**config.mk**
```make
export PLATFORM = sky130hd
export DESIGN_NAME = uart_8250_rx
export DESIGN_NICKNAME = d
export VERILOG_FILES = /design/src/rtl/uart_8250_rx.sv
export SDC_FILE = /design/constraint.sdc
export NUM_CORES = 1
export LEC_CHECK = 0
export CAP_MARGIN = 20
export CORE_ASPECT_RATIO = 2
export CORE_UTILIZATION = 60
export CTS_CLUSTER_DIAMETER = 150
export DETAILED_ROUTE_END_ITERATION = 10
export GPL_ROUTABILITY_DRIVEN = 1
export PLACE_DENSITY_LB_ADDON = 0.3
export SLEW_MARGIN = 20
export SYNTH_ARGS = -nofsm -noshare
export SYNTH_HDL_FRONTEND = slang
export SYNTH_SLANG_ARGS = --single-unit
export TNS_END_PERCENT = 50
```
**constraint.sdc**
```tcl
create_clock -name CLK_I -period 5.4 [get_ports CLK_I]
set_clock_uncertainty 0.2 [all_clocks]
set_input_delay 0.54 -clock CLK_I [delete_from_list [all_inputs] [get_ports CLK_I]]
set_output_delay 0.54 -clock CLK_I [all_outputs]
set_load 0.02 [all_outputs]
```
**src/rtl/uart_8250_rx.sv**
```systemverilog
// 8250-compatible UART receiver: synchronizes RX_I, oversamples it with a divisor-driven tick
// and reassembles 5-8 bit characters with parity/framing/break status behind a valid/ready handshake.
module uart_8250_rx #(
    parameter int OVERSAMPLE  = 16,
    parameter int SYNC_STAGES = 2
) (
    input  logic        CLK_I,
    input  logic        RST_I,
    input  logic        RX_I,
    input  logic [15:0] DIVISOR_I,
    input  logic [7:0]  LCR_I,
    output logic [7:0]  DATA_O,
    output logic        VALID_O,
    input  logic        READY_I,
    output logic        PE_O,
    output logic        FE_O,
    output logic        BI_O,
    output logic        OVERRUN_O,
    output logic        BUSY_O
);
    localparam int SW = $clog2(OVERSAMPLE);
    localparam logic [SW-1:0] HALF = SW'(OVERSAMPLE/2 - 1);
    localparam logic [SW-1:0] FULL = SW'(OVERSAMPLE - 1);

    typedef enum logic [2:0] {IDLE, START, DATA, PARITY, STOP} state_t;

    logic [SYNC_STAGES-1:0] sync;
    logic                   rxs, rxs_d;
    logic [15:0]            tcnt, div_m1;
    logic                   tick;
    state_t                 state;
    logic [SW-1:0]          scnt;
    logic [2:0]             bcnt;
    logic [7:0]             shreg;
    logic [1:0]             cfg_wlen;
    logic                   cfg_pen, cfg_eps, cfg_stick;
    logic                   par_bit, exp_par, pe_c;

    assign rxs = sync[SYNC_STAGES-1];

    always_ff @(posedge CLK_I or negedge RST_I) begin
        if (!RST_I) begin
            sync  <= '1;
            rxs_d <= 1'b1;
        end else begin
            sync  <= {sync[SYNC_STAGES-2:0], RX_I};
            rxs_d <= rxs;
        end
    end

    // Divisor 0 aliases to 1; the >= compare also recovers cleanly if the divisor shrinks mid-count.
    assign div_m1 = (DIVISOR_I == 16'd0) ? 16'd0 : DIVISOR_I - 16'd1;
    assign tick   = (tcnt >= div_m1);

    always_ff @(posedge CLK_I or negedge RST_I) begin
        if (!RST_I) tcnt <= '0;
        else        tcnt <= tick ? 16'd0 : tcnt + 16'd1;
    end

    assign exp_par = cfg_stick ? ~cfg_eps : (cfg_eps ? ^shreg : ~^shreg);
    assign pe_c    = cfg_pen && (par_bit != exp_par);
    assign BUSY_O  = (state != IDLE);

    always_ff @(posedge CLK_I or negedge RST_I) begin
        if (!RST_I) begin
            state     <= IDLE;
            scnt      <= '0;
            bcnt      <= '0;
            shreg     <= '0;
            cfg_wlen  <= '0;
            cfg_pen   <= 1'b0;
            cfg_eps   <= 1'b0;
            cfg_stick <= 1'b0;
            par_bit   <= 1'b0;
            DATA_O    <= '0;
            VALID_O   <= 1'b0;
            PE_O      <= 1'b0;
            FE_O      <= 1'b0;
            BI_O      <= 1'b0;
            OVERRUN_O <= 1'b0;
        end else begin
            OVERRUN_O <= 1'b0;
            if (VALID_O && READY_I) VALID_O <= 1'b0;
            case (state)
                IDLE: if (rxs_d && !rxs) begin
                    state     <= START;
                    scnt      <= '0;
                    cfg_wlen  <= LCR_I[1:0];
                    cfg_pen   <= LCR_I[3];
                    cfg_eps   <= LCR_I[4];
                    cfg_stick <= LCR_I[5];
                end
                START: if (tick) begin
                    if (scnt == HALF) begin
                        if (rxs) state <= IDLE;
                        else begin
                            state   <= DATA;
                            scnt    <= '0;
                            bcnt    <= '0;
                            shreg   <= '0;
                            par_bit <= 1'b0;
                        end
                    end else scnt <= scnt + 1'b1;
                end
                DATA: if (tick) begin
                    if (scnt == FULL) begin
                        scnt        <= '0;
                        shreg[bcnt] <= rxs;
                        if (bcnt == 3'd4 + {1'b0, cfg_wlen}) state <= cfg_pen ? PARITY : STOP;
                        else                                  bcnt  <= bcnt + 3'd1;
                    end else scnt <= scnt + 1'b1;
                end
                PARITY: if (tick) begin
                    if (scnt == FULL) begin
                        scnt    <= '0;
                        par_bit <= rxs;
                        state   <= STOP;
                    end else scnt <= scnt + 1'b1;
                end
                STOP: if (tick) begin
                    if (scnt == FULL) begin
                        scnt  <= '0;
                        state <= IDLE;
                        // A held character that is not being taken this cycle wins; the new one is dropped.
                        if (!VALID_O || READY_I) begin
                            DATA_O  <= shreg;
                            PE_O    <= pe_c;
                            FE_O    <= !rxs;
                            BI_O    <= (shreg == 8'h00) && !par_bit && !rxs;
                            VALID_O <= 1'b1;
                        end else OVERRUN_O <= 1'b1;
                    end else scnt <= scnt + 1'b1;
                end
                default: state <= IDLE;
            endcase
        end
    end
endmodule

```
* Yosys cells after proc, flatten, opt, wreduce, memory -nomap -nowiden
Index checks and enable logic that the tools add are counted.
** Word-level totals
- Memories :: 0
- RAM bits :: 0
- Bits in registers :: 56
- Bits in read-only memories :: 0
- Bits in latches :: 0
- Input bits :: 28
- Output and inout port bits :: 14
** Cells by class
- Reduce and logical (&&, ||, !) cells :: 27
- Muxes and demuxes :: 55
- Add/sub/neg operators :: 5
- Multiply operators :: 0
- Magnitude comparators :: 3
- Equality and inequality tests :: 22
- Bitwise gates (word level) :: 1
- Shifts and indexed selects :: 0
- Divide/modulo/power cells :: 0
** Operators by type and width (count)
- 3-bit 2-to-1 mux :: 17
- 8-bit 2-to-1 mux :: 5
- 16-bit 2-to-1 mux :: 2
- 4-bit 2-to-1 mux :: 6
- 2-bit inequality test, second input constant :: 12
- 1-bit 2-to-1 mux :: 17
- 16-bit by 1-bit adder with 16-bit output, second input constant :: 1
- 16-bit >= comparator :: 1
- 16-bit zero test :: 1
- 8-bit one-hot mux with 2 select lines :: 1
- 16-bit by 1-bit subtractor with 16-bit output, second input constant :: 1
- 3-bit one-hot mux with 5 select lines :: 1
- 4-bit one-hot mux with 3 select lines :: 1
- 6-bit AND reduction :: 2
- 10-bit AND reduction :: 1
- 8-bit bitwise mux :: 1
- 8-bit zero test :: 1
- 8-bit XNOR reduction :: 1
- 8-bit parity :: 1
- 7-bit AND reduction :: 1
- 3-bit by 2-bit == test with 1-bit output, second input constant :: 2
- 1-bit logical AND :: 6
- 3-bit one-hot mux with 2 select lines :: 1
- 3-bit nonzero test :: 2
- other kinds (25) :: 28

* Logic depth before layout (Yosys ltp)
Gate-level depths: netlist of run 1.
- Depth after elaboration :: 8
- Gate-level depth with buffers :: 15
- Mapped depth without buffers :: 13

* Worst setup path before layout of run 1
No wires, ideal clock.
- Path type :: input -> register
- From :: in DIVISOR_I[11]
- To :: reg scnt[0]
- Data required time :: 5075 ps
- Stages on the path :: 13
- Arrival :: 3757 ps
- Path slack :: 1318 ps
- Path through :: or4_1 > nor4_1 > nand3_1 > clkbuf_1 > nand2_1 > ha_1 > a211o_1 > a31oi_1 > o221ai_2 > a221o_1 > buf_2 > o21ai_2 > mux2_2
** On the way
- Cells in the longest elaborated chain, start to end :: 5
- Elaborated cells between the ends (all ways) :: 7
- Classes of those cells :: add/sub: 1; order compare: 1; eq/ne: 2; mux: 1; reduce/logical: 2
** Ends and longest elaborated chain
- start: declaration :: line 10 : input logic [15:0] DIVISOR_I,
- 16-bit by 1-bit subtractor with 16-bit output / 16-bit zero test (equally long branches) :: line 52 : assign div_m1 = (DIVISOR_I == 16'd0) ? 16'd0 : DIVISOR_I - 16'd1;
- 16-bit 2-to-1 mux * :: line 52
- 16-bit >= comparator * :: line 53 : assign tick = (tcnt >= div_m1);
- 2-bit by 1-bit inequality test with 1-bit output (no source line) / 2-bit inequality test (equally long branches)
- 5-bit AND reduction (no source line) *
- end signal: assignment :: line 103 : end else scnt <= scnt + 1'b1;
- end signal: assignment :: line 111 : end else scnt <= scnt + 1'b1;
- end signal: assignment :: line 118 : end else scnt <= scnt + 1'b1;
- end: declaration :: line 32 : logic [SW-1:0] scnt;
Every way passes the cells marked *; elsewhere a longest branch is shown, timed or not.
A chain may end at the register's enable or synchronous reset.

* Worst setup path in the final report of run 1
- From :: in DIVISOR_I[9]
- To :: reg scnt[1]
Same word-level chain as after synthesis.

==> results of run 1 <==
[cell type report]
type / count / area (sq um) / share of cell area, %
multi-input cells: 299 / 2050 / 49.0
clock inverters: 2 / 15.0 / 0.359
clock buffers: 6 / 139 / 3.32
flip-flops and latches: 56 / 1410 / 33.6
inverters: 19 / 71.3 / 1.71
well taps: 61 / 76.3 / 1.82
repair buffers: 45 / 428 / 10.2
[synthesized netlist by cell type, types with 2 or more instances]
library cell | count | area (sq um)
a31oi_1 | 4 | 25.0
dfstp_2 | 3 | 78.8
inv_1 | 19 | 71.3
or2_2 | 2 | 12.5
nor4_1 | 7 | 43.8
dfrtp_1 | 53 | 1330
or3_1 | 3 | 18.8
and3_1 | 6 | 37.5
nor2_1 | 41 | 154
o21ai_0 | 15 | 75.1
nor2b_1 | 2 | 12.5
nand2b_1 | 9 | 56.3
nor3_1 | 10 | 50.1
a21oi_1 | 13 | 65.1
clkbuf_1 | 8 | 30.0
mux2_1 | 12 | 135
nand4_1 | 2 | 12.5
xnor2_1 | 18 | 158
nand2_1 | 44 | 165
xor2_1 | 18 | 158
ha_1 | 25 | 313
o221ai_1 | 3 | 26.3
mux2_2 | 7 | 78.8
o31ai_1 | 3 | 22.5
buf_2 | 4 | 20.0
o41ai_1 | 6 | 52.6
mux2i_1 | 2 | 20.0
nand3_1 | 20 | 100
a211o_1 | 3 | 26.3
a221o_1 | 2 | 20.0
and2_1 | 2 | 12.5
[report_power, final]
group / switching [mW] / internal [mW] / leakage [nW]
logic: 0.298 / 0.249 / 1.12
registers: 0.119 / 0.499 / 0.716
clock network: 0.149 / 0.185 / 0.0691
[through the flow]
step | hold WS, ns | total power, mW | cell area [sq um] | std cells | util [%]
2_1_floorplan | 0.0444 | 1.01 | 3580 | 387 | -
3_3_place_gp | 0.154 | 1.13 | 4030 | 480 | 70.6
3_5_place_dp | 0.151 | 1.16 | 4030 | 480 | 70.6
4_1_cts | 0.161 | 1.50 | 4180 | 488 | 73.3
5_1_grt | 0.159 | 1.58 | 4180 | 488 | 73.3
6_report | 0.151 | 1.50 | 4180 | 488 | 73.3
[worst max-delay path, stage by stage]
cell and delay [ns]:
clkdlybuf4s50_1 0.47, or4_1 0.59, nor4_1 0.20, buf_4 0.18, nand3_1 0.13, nand2_1 0.11
ha_1 0.24, a211o_1 0.30, a31oi_1 0.21, o221ai_2 0.19, a221o_1 0.54, o21ai_2 0.31
mux2_2 0.36
[path summary, 6_finish.rpt]
| kind | from | end | cells past startpoint | slack, ns |
|---|---|---|---|---|
| max | DIVISOR_I[9] | scnt[1]$_DFFE_PN0P_ | 13 | 0.98 |
| min | RST_I | tcnt[15]$_DFF_PN0_ | 2 | 0.15 |
| max reg2reg | tcnt[2]$_DFF_PN0_ | scnt[1]$_DFFE_PN0P_ | 7 | 2.35 |
| min reg2reg | sync[0]$_DFF_PN1_ | sync[1]$_DFF_PN1_ | 0 | 0.16 |
| max in group asynchronous | RST_I | cfg_wlen[0]$_DFFE_PN0P_ | 2 | 4.35 |
| min in group CLK_I | sync[0]$_DFF_PN1_ | sync[1]$_DFF_PN1_ | 0 | 0.16 |
[routing by layer]
metal	GRT usage, %	vias to the layer above	part of all wire [%]
met5	0	-	0
met4	18.5	0	6.6
met3	3.85	41	3.9
met2	51.5	112	55
met1	27.5	1430	34
li1	-	1445	-
[registers in the layout (all words and copies together), names as in the netlist, 2 cells and up]
| name | flops |
|---|---|
| DATA_O | 8 |
| bcnt | 3 |
| cfg_wlen | 2 |
| scnt | 4 |
| shreg | 8 |
| state | 3 |
| sync | 2 |
| tcnt | 16 |
[cells by family after synthesis]
logic type	after synthesis	synth area share [%]
DFF	56	39.3
AOI/OAI and AO/OA	61	12.2
buffers and inverters	32	3.50
xor gates and xnor gates	36	8.81
and+or+nand+nor	156	20.9
adders and majority gates	25	8.74
muxes	21	6.54
==> results by stage, run 1 <==
Cells and area:
- The area growth from synthesis to layout is 16.9%.
- The fraction of final layout cells with drive strength greater than 1 is 7.73%.
- The final net count is 479.
- Leaving out fill and tap cells, the most frequent cells in the layout are dfrtp_1, nand2_1, nor2_1.
- Counting the fill cells in the layout gives 451.
- The diode insertion count for antenna repair is 0.
- Leaving out fill and tap cells, the most frequent cell in the layout is dfrtp_1.

Detailed routing:
- Across all layers, the routed design uses 3028 vias.
- The antenna violation net count after detailed routing is 0.
- In the routed layout, each cell is associated on average with a via count of 6.20.
- The average wire per standard cell is 17.0 um.
- The first-pass iteration count of the detailed router is 5.
- Summed over all layers, the routed wires come to 8300 um.
- In the routed design, unresolved DRC markers number 0.
- The detailed router's first-iteration violation count is 127.

Synth:
- Yosys printed 0 warnings.
- The synthesized netlist cell count is 387.
- The post-synthesis net count is 440.
- The cell area that synthesis handed to floorplanning was 0.00358 sq mm.
- In this run, synthesis inferred 0 flip-flops with an integrated enable.
- Sequential cells were found to cover 39.3% of the synthesized design area.
- The count of cell types in the netlist is 52.
- For this run, the leading register cell type out of synthesis is dfrtp_1.
- The async set or reset register ratio after synthesis is 100%.
- A synthesized cell averages 9.25 sq um.
- The count of state elements after synthesis is 56.

Clock tree:
- The post-CTS clock slew at the launch and capture registers of the worst setup and hold paths is 0.07 ns.
- In this run the deepest clock path goes through 2 buffers.
- The H-tree was split into 2 levels.
- The master cell of the clock root buffer is clkbuf_16.
- At the later pin of the worst-skew pair, clock insertion delay measures 0.30 ns.
- The total of cells resized after clock tree synthesis is 0.
- The CTS tree is done.
- Once the clock tree was built, the setup fixing pass inserted 0 buffers.
- Buffers inserted during clock tree synthesis total 5.
- Clock tree synthesis found a total of 56 sinks.
- The count of hold buffers inserted by post-cts repair is 0.

STA:
- Setup slack on the critical path of the routed design comes to 0.980 ns.
- The number of failing hold endpoints at the final stage was 0.
- Setup repair after global routing left no endpoint under its margin.
- Headroom to the max-slew limit came out at 47.8%.
- Based on the critical path, the design can be clocked at up to 226 MHz.
- The transition time at the pin with the least slew margin is 0.776 ns.
- Setup violations remaining at the end of the flow were counted as 0.
- The final number of max-transition violations was 0.
- Subtracting the final worst setup slack from the clock period gives 4.42 ns.
- The part of the cycle the worst path needs is 81.9%.
- After routing, the total negative slack on setup checks comes to 0 ns.

Die:
- The row count is 39.
- Measured along the x axis, the die boundary spans 56.6 um.
- The die is 111 um tall.
- The floorplan step defined a die boundary enclosing 0.00630 sq mm.
- The count of pins on the block boundary is 42.
- The core region is 0.00571 sq mm.
- Once the floorplan was initialized, standard cells occupied 62.7% of the core.

Placement:
- The routability-driven placement congestion ratio is 0.898.
- After legalization and detailed placement, the total HPWL measured 6290 um.
- The number of I/O port buffers is 38.
- The worst slack after detailed placement is 0.744 ns.

Pwr:
- The ratio of total power to cell area is 358 mW/mm^2.
- The worst vdd rail ir drop is 0.389 mV.
- The leakage power total is 1.90 nW.

Global route:
- Global routing used 27.9% of the available tracks across all layers.
- The via count of the first global-routing pass is 3048.
- The number of antenna violations at the first check in global routing came to 0.
- Global routing finished with a remaining overflow of 0.
- The global-route wire length before repair is 13700 um.
- The maximum number of pins on one net before global-route repair is 57.

Job:
- The max-capacitance violation count is 0.

Critical path:
- The worst setup path is launched from an input pin.
- Data on the critical path is required at its endpoint by 5.38 ns.
- The data arrival time at the worst-slack endpoint is 4.40 ns.
- The critical setup path kind is in2reg.
- The biggest fanout along the worst timing path is 12.
- STA classifies the critical path endpoint as a flip-flop.

Outcome:
- The run finished with clean final reports.

Min path:
- The path class of the tightest hold or removal check is in2async.
(Power assumes the default switching activity.)
==> run 2: changes to the inputs <==
--- a/config.mk
+++ b/config.mk
@@ -7,7 +7,7 @@
 export LEC_CHECK = 0
 export CAP_MARGIN = 20
 export CORE_ASPECT_RATIO = 2
-export CORE_UTILIZATION = 60
+export CORE_UTILIZATION = 51
 export CTS_CLUSTER_DIAMETER = 150
 export DETAILED_ROUTE_END_ITERATION = 10
 export GPL_ROUTABILITY_DRIVEN = 1
==> constraint.sdc (replaced) <==
create_clock -name CLK_I -period 3.85 [get_ports CLK_I]
set_clock_uncertainty 0.2 [all_clocks]
set_input_delay 0.385 -clock CLK_I [delete_from_list [all_inputs] [get_ports CLK_I]]
set_output_delay 0.385 -clock CLK_I [all_outputs]
set_load 0.02 [all_outputs]
==> results by stage, run 2 (synthesis gave the netlist of run 1 again) <==
Critical path:
- The number of buffers and inverters on the critical path is 5 (+3).
- The longest individual stage delay on the worst path is 0.51 ns (-0.08 ns).
- The cell repeated most along the worst path is buf_4.
- The data required time of the critical path is 3.83 ns (-1.55 ns).
- The critical path capture point type is a flip-flop.
- The cell with the largest stage delay on the worst path is or4_4.
- The biggest fanout along the worst timing path came to 10 (-2).
- The slack of the worst reg-to-reg path came to 1.11 ns (-1.24 ns).
- The category of cells accounting for the largest share of critical-path delay is buffers and inverters.
- The data arrival time at the worst-slack endpoint was 3.69 ns (-0.71 ns).
- The worst setup path is launched from an input pin.
- The signal on the critical path passes through clkdlybuf4s50_1 > or4_4 > nor4_4 > buf_4 > buf_4 > a31oi_1 > ha_1 > nand2b_1 > a31oi_4 > o221ai_4 > a221oi_4 > buf_6 > nor2_4 > buf_12 > mux2_1.
- The worst setup path is of the in2reg kind.

STA:
- The worst-case setup margin in the final layout was 0.133 ns (-0.847 ns).
- The number of failing hold endpoints at the final stage came to 0 (unchanged).
- The setup-violating endpoint count in the final report is 0 (unchanged).
- The final number of max-transition violations is 0 (unchanged).
- The minimum clock period is 3.72 ns.
- The final critical path takes up 96.5% of the cycle.
- The headroom to the max-slew limit is 53.3% (+5.6 points).
- Derived from the worst setup path, the maximum achievable clock frequency is 269 MHz.
- The tightest hold margin was 0.160 ns (+0.00904 ns).
- The transition time at the pin with the least slew margin was 0.695 ns (-0.0811 ns).

Clock tree:
- The clock network latency to the later pin of the worst-skew pair was 0.30 ns (about the same).
- The TritonCTS buffer count was 5 (unchanged).
- TritonCTS built the clock tree.
- The maximum level of the CTS H-tree came to 2 (unchanged).
- In this run the clock root is driven by a clkbuf_16.
- The post-CTS clock slew at the launch and capture registers of the worst setup and hold paths was 0.07 ns (about the same).
- The CTS sink count is 56 (unchanged).
- The maximum count of clock buffers along a single path is 2 (unchanged).

Cells and area:
- The flip-flop count of the largest register, all copies and words added is 16 (unchanged).
- The diode insertion count for antenna repair came to 0 (unchanged).
- The final net count is 516 (+7.7%).
- The library cell used most frequently in the layout, excluding fill and tap cells, is dfrtp_1.
- Leaving out fill and tap cells, the most frequent cells in the layout are dfrtp_1, nand2_1, nor2_1.
- In the final layout, the registers with the most flip-flops are tcnt (16), DATA_O (8), shreg (8).
- The fraction of final layout cells with drive strength greater than 1 is 17.5% (+9.7 points).
- The largest register by flop count is tcnt.
- From synthesis to final layout, the design area changed by 30.0%.

Global route:
- The via count of the first global-routing pass was 3093 (+1.5%).
- The number of antenna violations at the first check in global routing is 0 (unchanged).
- The global route total overflow is 0 (unchanged).
- The global-route usage over all layers was 26.5% (-1.4 points).
- The global-route wire length before repair was 14300 um (+5.0%).
- The maximum number of pins on one net before global-route repair is 30 (-47%).

Pwr:
- The clock share of power is 21.2% (-1.1 points).
- The ratio of total power to cell area came to 473 mW/mm^2 (+32%).
- The switching portion of total power is 37.8% (+0.055 points).
- The combinational group share of total power is 39.1% (+2.6 points).
- The worst vdd rail ir drop is 0.370 mV (-4.8%).
- The switching power was 0.833 mW (+47%).
- The leakage power total is 2.14 nW (+13%).
- The power share of the sequential group is 39.7% (-1.5 points).
- The internal power consumption is 1.37 mW (+47%).

Detailed routing:
- The detailed router's first-iteration violation count is 132 (+3.9%).
- The detail-routed via count per cell came to 5.68 (-8.4%).
- The total via count in the routed design is 3136 (+3.6%).
- The first-pass iteration count of the detailed router is 4 (-1).
- The antenna violation net count after detailed routing is 0 (unchanged).
- The aggregate routed wire length is 9040 um (+9.0%).
- The average wire per standard cell is 16.4 um (-3.7%).
- The number of DRC violations after detailed routing is 0 (unchanged).

Die:
- The die area came to 0.00738 sq mm (+17%).
- The count of pins on the block boundary is 42 (unchanged).
- The row count is 42 (+7.7%).
- The floorplan core area was 0.00667 sq mm (+17%).
- The initial core utilization came to 53.6% (-9.1 points).
- The width of the die is 61.2 um (+8.2%).
- The height of the chip is 120 um (+8.3%).

Placement:
- The worst slack after detailed placement is -0.413 ns (-1.16 ns).
- The routability-driven placement congestion ratio is 0.965 (+7.5%).
- The half-perimeter wire length of the detailed placement result is 6940 um (+10%).
- The number of I/O port buffers is 38 (unchanged).

Job:
- The max-capacitance violation count came to 0 (unchanged).

Min path:
- In this run the worst hold path is classified as reg2reg.

Outcome:
- The run finished with clean final reports.
[run 2: layer usage]
layer / wire length [um] / share of wire, % / track usage (%) / up-vias
li1: - / - / - / 1520
met1: 3150 / 35 / 26.2 / 1521
met2: 5200 / 57 / 48.5 / 69
met3: 268 / 3.0 / 4.60 / 26
met4: 428 / 4.7 / 14.8 / 0
met5: 0 / 0 / 0 / -
[run 2: path summary, 6_finish.rpt]
| path | startpoint | endpoint | cells after the start |
|---|---|---|---|
| worst max-delay path | DIVISOR_I[10] | DATA_O[6]$_DFFE_PN0P_ | 15 |
| worst min-delay path | sync[0]$_DFF_PN1_ | sync[1]$_DFF_PN1_ | 0 |
| worst max register to register | tcnt[2]$_DFF_PN0_ | DATA_O[6]$_DFFE_PN0P_ | 9 |
| worst min register to register | sync[0]$_DFF_PN1_ | sync[1]$_DFF_PN1_ | 0 |
| max in group asynchronous | RST_I | rxs_d$_DFF_PN1_ | 3 |
| min in group asynchronous | RST_I | DATA_O[4]$_DFFE_PN0P_ | 2 |
[run 2: power groups by stage]
| stage | Sequential, mW | Clock (mW) | Combinational [mW] |
|---|---|---|---|
| final | 0.873 | 0.468 | 0.861 |
| after global routing | 0.893 | 0.505 | 0.950 |
| after CTS | 0.868 | 0.479 | 0.834 |
| after detailed placement | 0.876 | 0 | 0.807 |
| after global placement | 0.868 | 0 | 0.784 |
| after floorplan | 0.793 | 0 | 0.621 |
[run 2: final cells by class]
class,instances,area (sq um)
well taps,88,110
clock inverters,2,13.8
flip-flops and latches,56,1410
inverters,19,71.3
clock buffers,6,139
multi-input cells,299,2150
repair buffers,82,758
fillers,511,2020
[run 2: worst register-to-register path, delay by kind of cell (launching register included)]
kind / cells / cell delay [ns]
compound gates: 4 / 0.95
simple gates: 1 / 0.05
flops: 1 / 0.44
buf+inv: 2 / 0.32
mux: 1 / 0.31
fa+ha+maj: 1 / 0.36
[run 2: timing repair]
| item | in CTS | in global routing |
|---|---|---|
| resized for setup | 5 | 17 |
| hold buffers | 1 | 0 |
| hold endpoints to repair | 26 | 0 |
| endpoints found under the setup margin | 26 | 42 |
| pin swaps | 0 | 6 |
| buffers inserted | 0 | 1 |
| gates cloned | 0 | 0 |
[run 2: through the flow]
| stage | setup TNS (ns) | util (%) | instance area, sq um | instances | total power [mW] |
|---|---|---|---|---|---|
| floorplan | 0 | - | 3580 | 387 | 1.41 |
| finish | 0 | 69.7 | 4650 | 552 | 2.20 |
| detailed placement | -12.96 | 65.3 | 4360 | 542 | 1.68 |
| CTS | 0 | 68.2 | 4550 | 551 | 2.18 |
| global route | -0.578 | 69.7 | 4650 | 552 | 2.35 |
| global placement | -10.24 | 65.3 | 4360 | 542 | 1.65 |
==> patch: new RTL, settings of run 2 <==
Register the output `OVERRUN_O` once more, without a reset; this adds one clock of latency there. The other outputs are not delayed to match.
--- a/src/rtl/uart_8250_rx.sv
+++ b/src/rtl/uart_8250_rx.sv
@@ -23,6 +23,8 @@
     localparam logic [SW-1:0] FULL = SW'(OVERSAMPLE - 1);
 
     typedef enum logic [2:0] {IDLE, START, DATA, PARITY, STOP} state_t;
+
+    logic OVERRUN_O_s0;
 
     logic [SYNC_STAGES-1:0] sync;
     logic                   rxs, rxs_d;
@@ -77,9 +79,9 @@
             PE_O      <= 1'b0;
             FE_O      <= 1'b0;
             BI_O      <= 1'b0;
-            OVERRUN_O <= 1'b0;
+            OVERRUN_O_s0 <= 1'b0;
         end else begin
-            OVERRUN_O <= 1'b0;
+            OVERRUN_O_s0 <= 1'b0;
             if (VALID_O && READY_I) VALID_O <= 1'b0;
             case (state)
                 IDLE: if (rxs_d && !rxs) begin
@@ -128,12 +130,16 @@
                             FE_O    <= !rxs;
                             BI_O    <= (shreg == 8'h00) && !par_bit && !rxs;
                             VALID_O <= 1'b1;
-                        end else OVERRUN_O <= 1'b1;
+                        end else OVERRUN_O_s0 <= 1'b1;
                     end else scnt <= scnt + 1'b1;
                 end
                 default: state <= IDLE;
             endcase
         end
     end
+    always_ff @(posedge CLK_I) begin
+        OVERRUN_O <= OVERRUN_O_s0;
+    end
+
 endmodule
 
Formal check against the unedited RTL: no difference found for any inputs over 10 cycles, from zero or initial values and one cycle with RST_I low; that may be too few to reach the edited logic, so the function may still have changed.
==> patch against run 2 <==
The run now ends with negative setup slack left. Non-clock buffer count rose by 5. Worst setup slack worse by 0.21 ns. Register-to-register slack is essentially flat. Synthesized cell count is the same. Area after synthesis down 0.52%. Worst hold slack worse by 0.011 ns. Routed wire length rose by 5.1%. Design area rose by 6.4%. Sequential cell count up 1. Count of clock-buffer cells in the layout is 7 higher. Total power grew 8.9%. Fmax down 5.3%. Critical path depth did not move. Critical endpoint is now shreg[6]. Largest cell class unchanged.
==> patch: results (changes against run 2) <==
[cells_and_area]
fillers=460  ; -10%
drive_gt1_frac=0.2685  ; +0.09393
nets=521  ; +0.97%

[global_routing]
grt_max_degree=38  ; +27%
track_usage=0.2813  ; +0.01618
overflow=0  ; unchanged
grt_pass1_wl_um=15160  ; +5.8%

[placed_design]
pre_cts_slack_ns=-0.9470  ; -0.5339 ns
dp_hpwl_um=6676  ; -3.8%
gp_congestion=0.8816  ; -8.6%
placed_cell_area_mm2=0.004390  ; +0.78%

[outcome]
violations=negative setup slack
run_status=finished with violations

[logic_synthesis]
syn_nets=440  ; unchanged
synthArstFlopShare=0.9825  ; -0.01754
synth.yosys.seq_area_share=0.4004  ; +0.007694
yosys-top-cells-area=dfrtp_1 (37%), ha_1 (8.8%), mux2_2 (4.7%), xor2_1 (4.7%), nand2_1 (4.2%)
ys_top_cells_by_count=dfrtp_1 (53), nand2_1 (40), nor2_1 (39)

[sta]
layout_setup_ws_ns=-0.07514  ; -0.2081 ns
hold_slack_ns=0.1486  ; -0.01137 ns
slew_headroom=0.4374  ; -0.09582
finalSetupTns_ns=-0.2575  ; -0.2575 ns
setup_viol=10  ; +10

[clock_network]
htreeDepth=3  ; +1
clk_latency_ns=0.33  ; +0.03 ns
clkSlewWorstSetupHoldPaths_ns=0.05  ; -0.02 ns
cts_buffers=9  ; +4
cts_root_buf=clkbuf_16

[routing]
viasPerCell=5.815  ; +2.3%
drt_iter0_markers=140  ; +6.1%
wl_um=9506  ; +5.1%

[worst_setup_path]
r2r_start=tcnt[11]
path_max_fanout=9  ; -1
r2r_end=shreg[6]
r2r.worst_path.cells=8  ; -1
r2r_setup_slack_ns=1.11  ; about the same

[hold_path]
min_delay_worst_endpoint=OVERRUN_O
hold_start=OVERRUN_O_s0

[pwr]
p_leak_nw=2.279  ; +6.6%
vdd_drop_max_mv=0.4040  ; +9.1%

-- patch: cell types whose count changed after synthesis, moves of 5 or more --
| cell | delta |
|---|---|
| mux2_2 | +8 |
| clkbuf_1 | +7 |
| o41ai_1 | -6 |
| nand3_1 | -8 |
| nor4_1 | -7 |
| xnor2_1 | -5 |
| mux2_1 | -12 |
-- patch: worst max path at each step --
| stage | from | endpoint | slack [ns] | cells after the start |
|---|---|---|---|---|
| floorplan | DIVISOR_I[9] | shreg[2] | -0.41 | 15 |
| global placement | DIVISOR_I[9] | shreg[2] | -0.86 | 15 |
| detailed placement | DIVISOR_I[9] | shreg[0] | -0.95 | 15 |
| CTS | DIVISOR_I[7] | shreg[0] | -0.22 | 14 |
| global route | DIVISOR_I[2] | shreg[6] | -0.26 | 16 |
| finish | DIVISOR_I[7] | shreg[6] | -0.08 | 15 |
-- patch: where the power goes --
| part | switching (mW) | internal (mW) | total, mW |
|---|---|---|---|
| combinational | 0.377 | 0.364 | 0.741 |
| sequential | 0.159 | 0.706 | 0.866 |
| clock | 0.259 | 0.533 | 0.792 |
| total | 0.795 | 1.60 | 2.40 |
-- patch: final cells by class --
| cell class | instances | area (um2) | area share |
|---|---|---|---|
| clock buffers | 13 | 260.3 | 0.05259 |
| clock inverters | 3 | 40.04 | 0.008091 |
| inverters | 19 | 71.32 | 0.01441 |
| multi-input cells | 294 | 2267 | 0.4582 |
| flip-flops and latches | 57 | 1425 | 0.2880 |
| well taps | 88 | 110.1 | 0.02225 |
| repair buffers | 87 | 774.5 | 0.1565 |
-- patch: worst max-delay path: stages --
cell and delay [ns]:
buf_6 0.09, or3_4 0.37, or3_4 0.35, buf_6 0.12
or4_4 0.48, nor3_2 0.12, a21oi_1 0.07, ha_1 0.34
nand4_4 0.10, nor3_4 0.15, or4b_4 0.49, and3_4 0.19
buf_4 0.17, nor3_1 0.34, o22ai_2 0.13
-- patch: through the flow --
step / util / instances
final: 0.7415 / 561
after CTS: 0.7203 / 558
after detailed placement: 0.6579 / 537
after global placement: 0.6579 / 537
after floorplan: - / 387
after global routing: 0.7415 / 561
-- patch: layer usage --
layer	GRT usage	wire length, um	vias up
met2	0.4912	5349	103
li1	-	-	1516
met4	0.1903	452	0
met1	0.2747	3353	1610
met5	0	0	-
met3	0.06358	350	33
-- patch: kinds of logic after synthesis --
group | synth area share
buffers and inverters | 0.04042
AND/OR/NAND/NOR | 0.2127
multiplexers | 0.06151
XOR/XNOR | 0.07873
AO/OA/AOI/OAI | 0.1185
adder cells (fa/ha/maj) | 0.08787
flip-flops | 0.4004
-- patch: timing repair --
action	4_1_cts	5_1_grt
gates cloned	0	1
pin swaps	21	12
buffers inserted	4	2
hold buffers	1	0
gates resized for setup	42	18
hold endpoints to repair	33	0
endpoints found under the setup margin	48	47
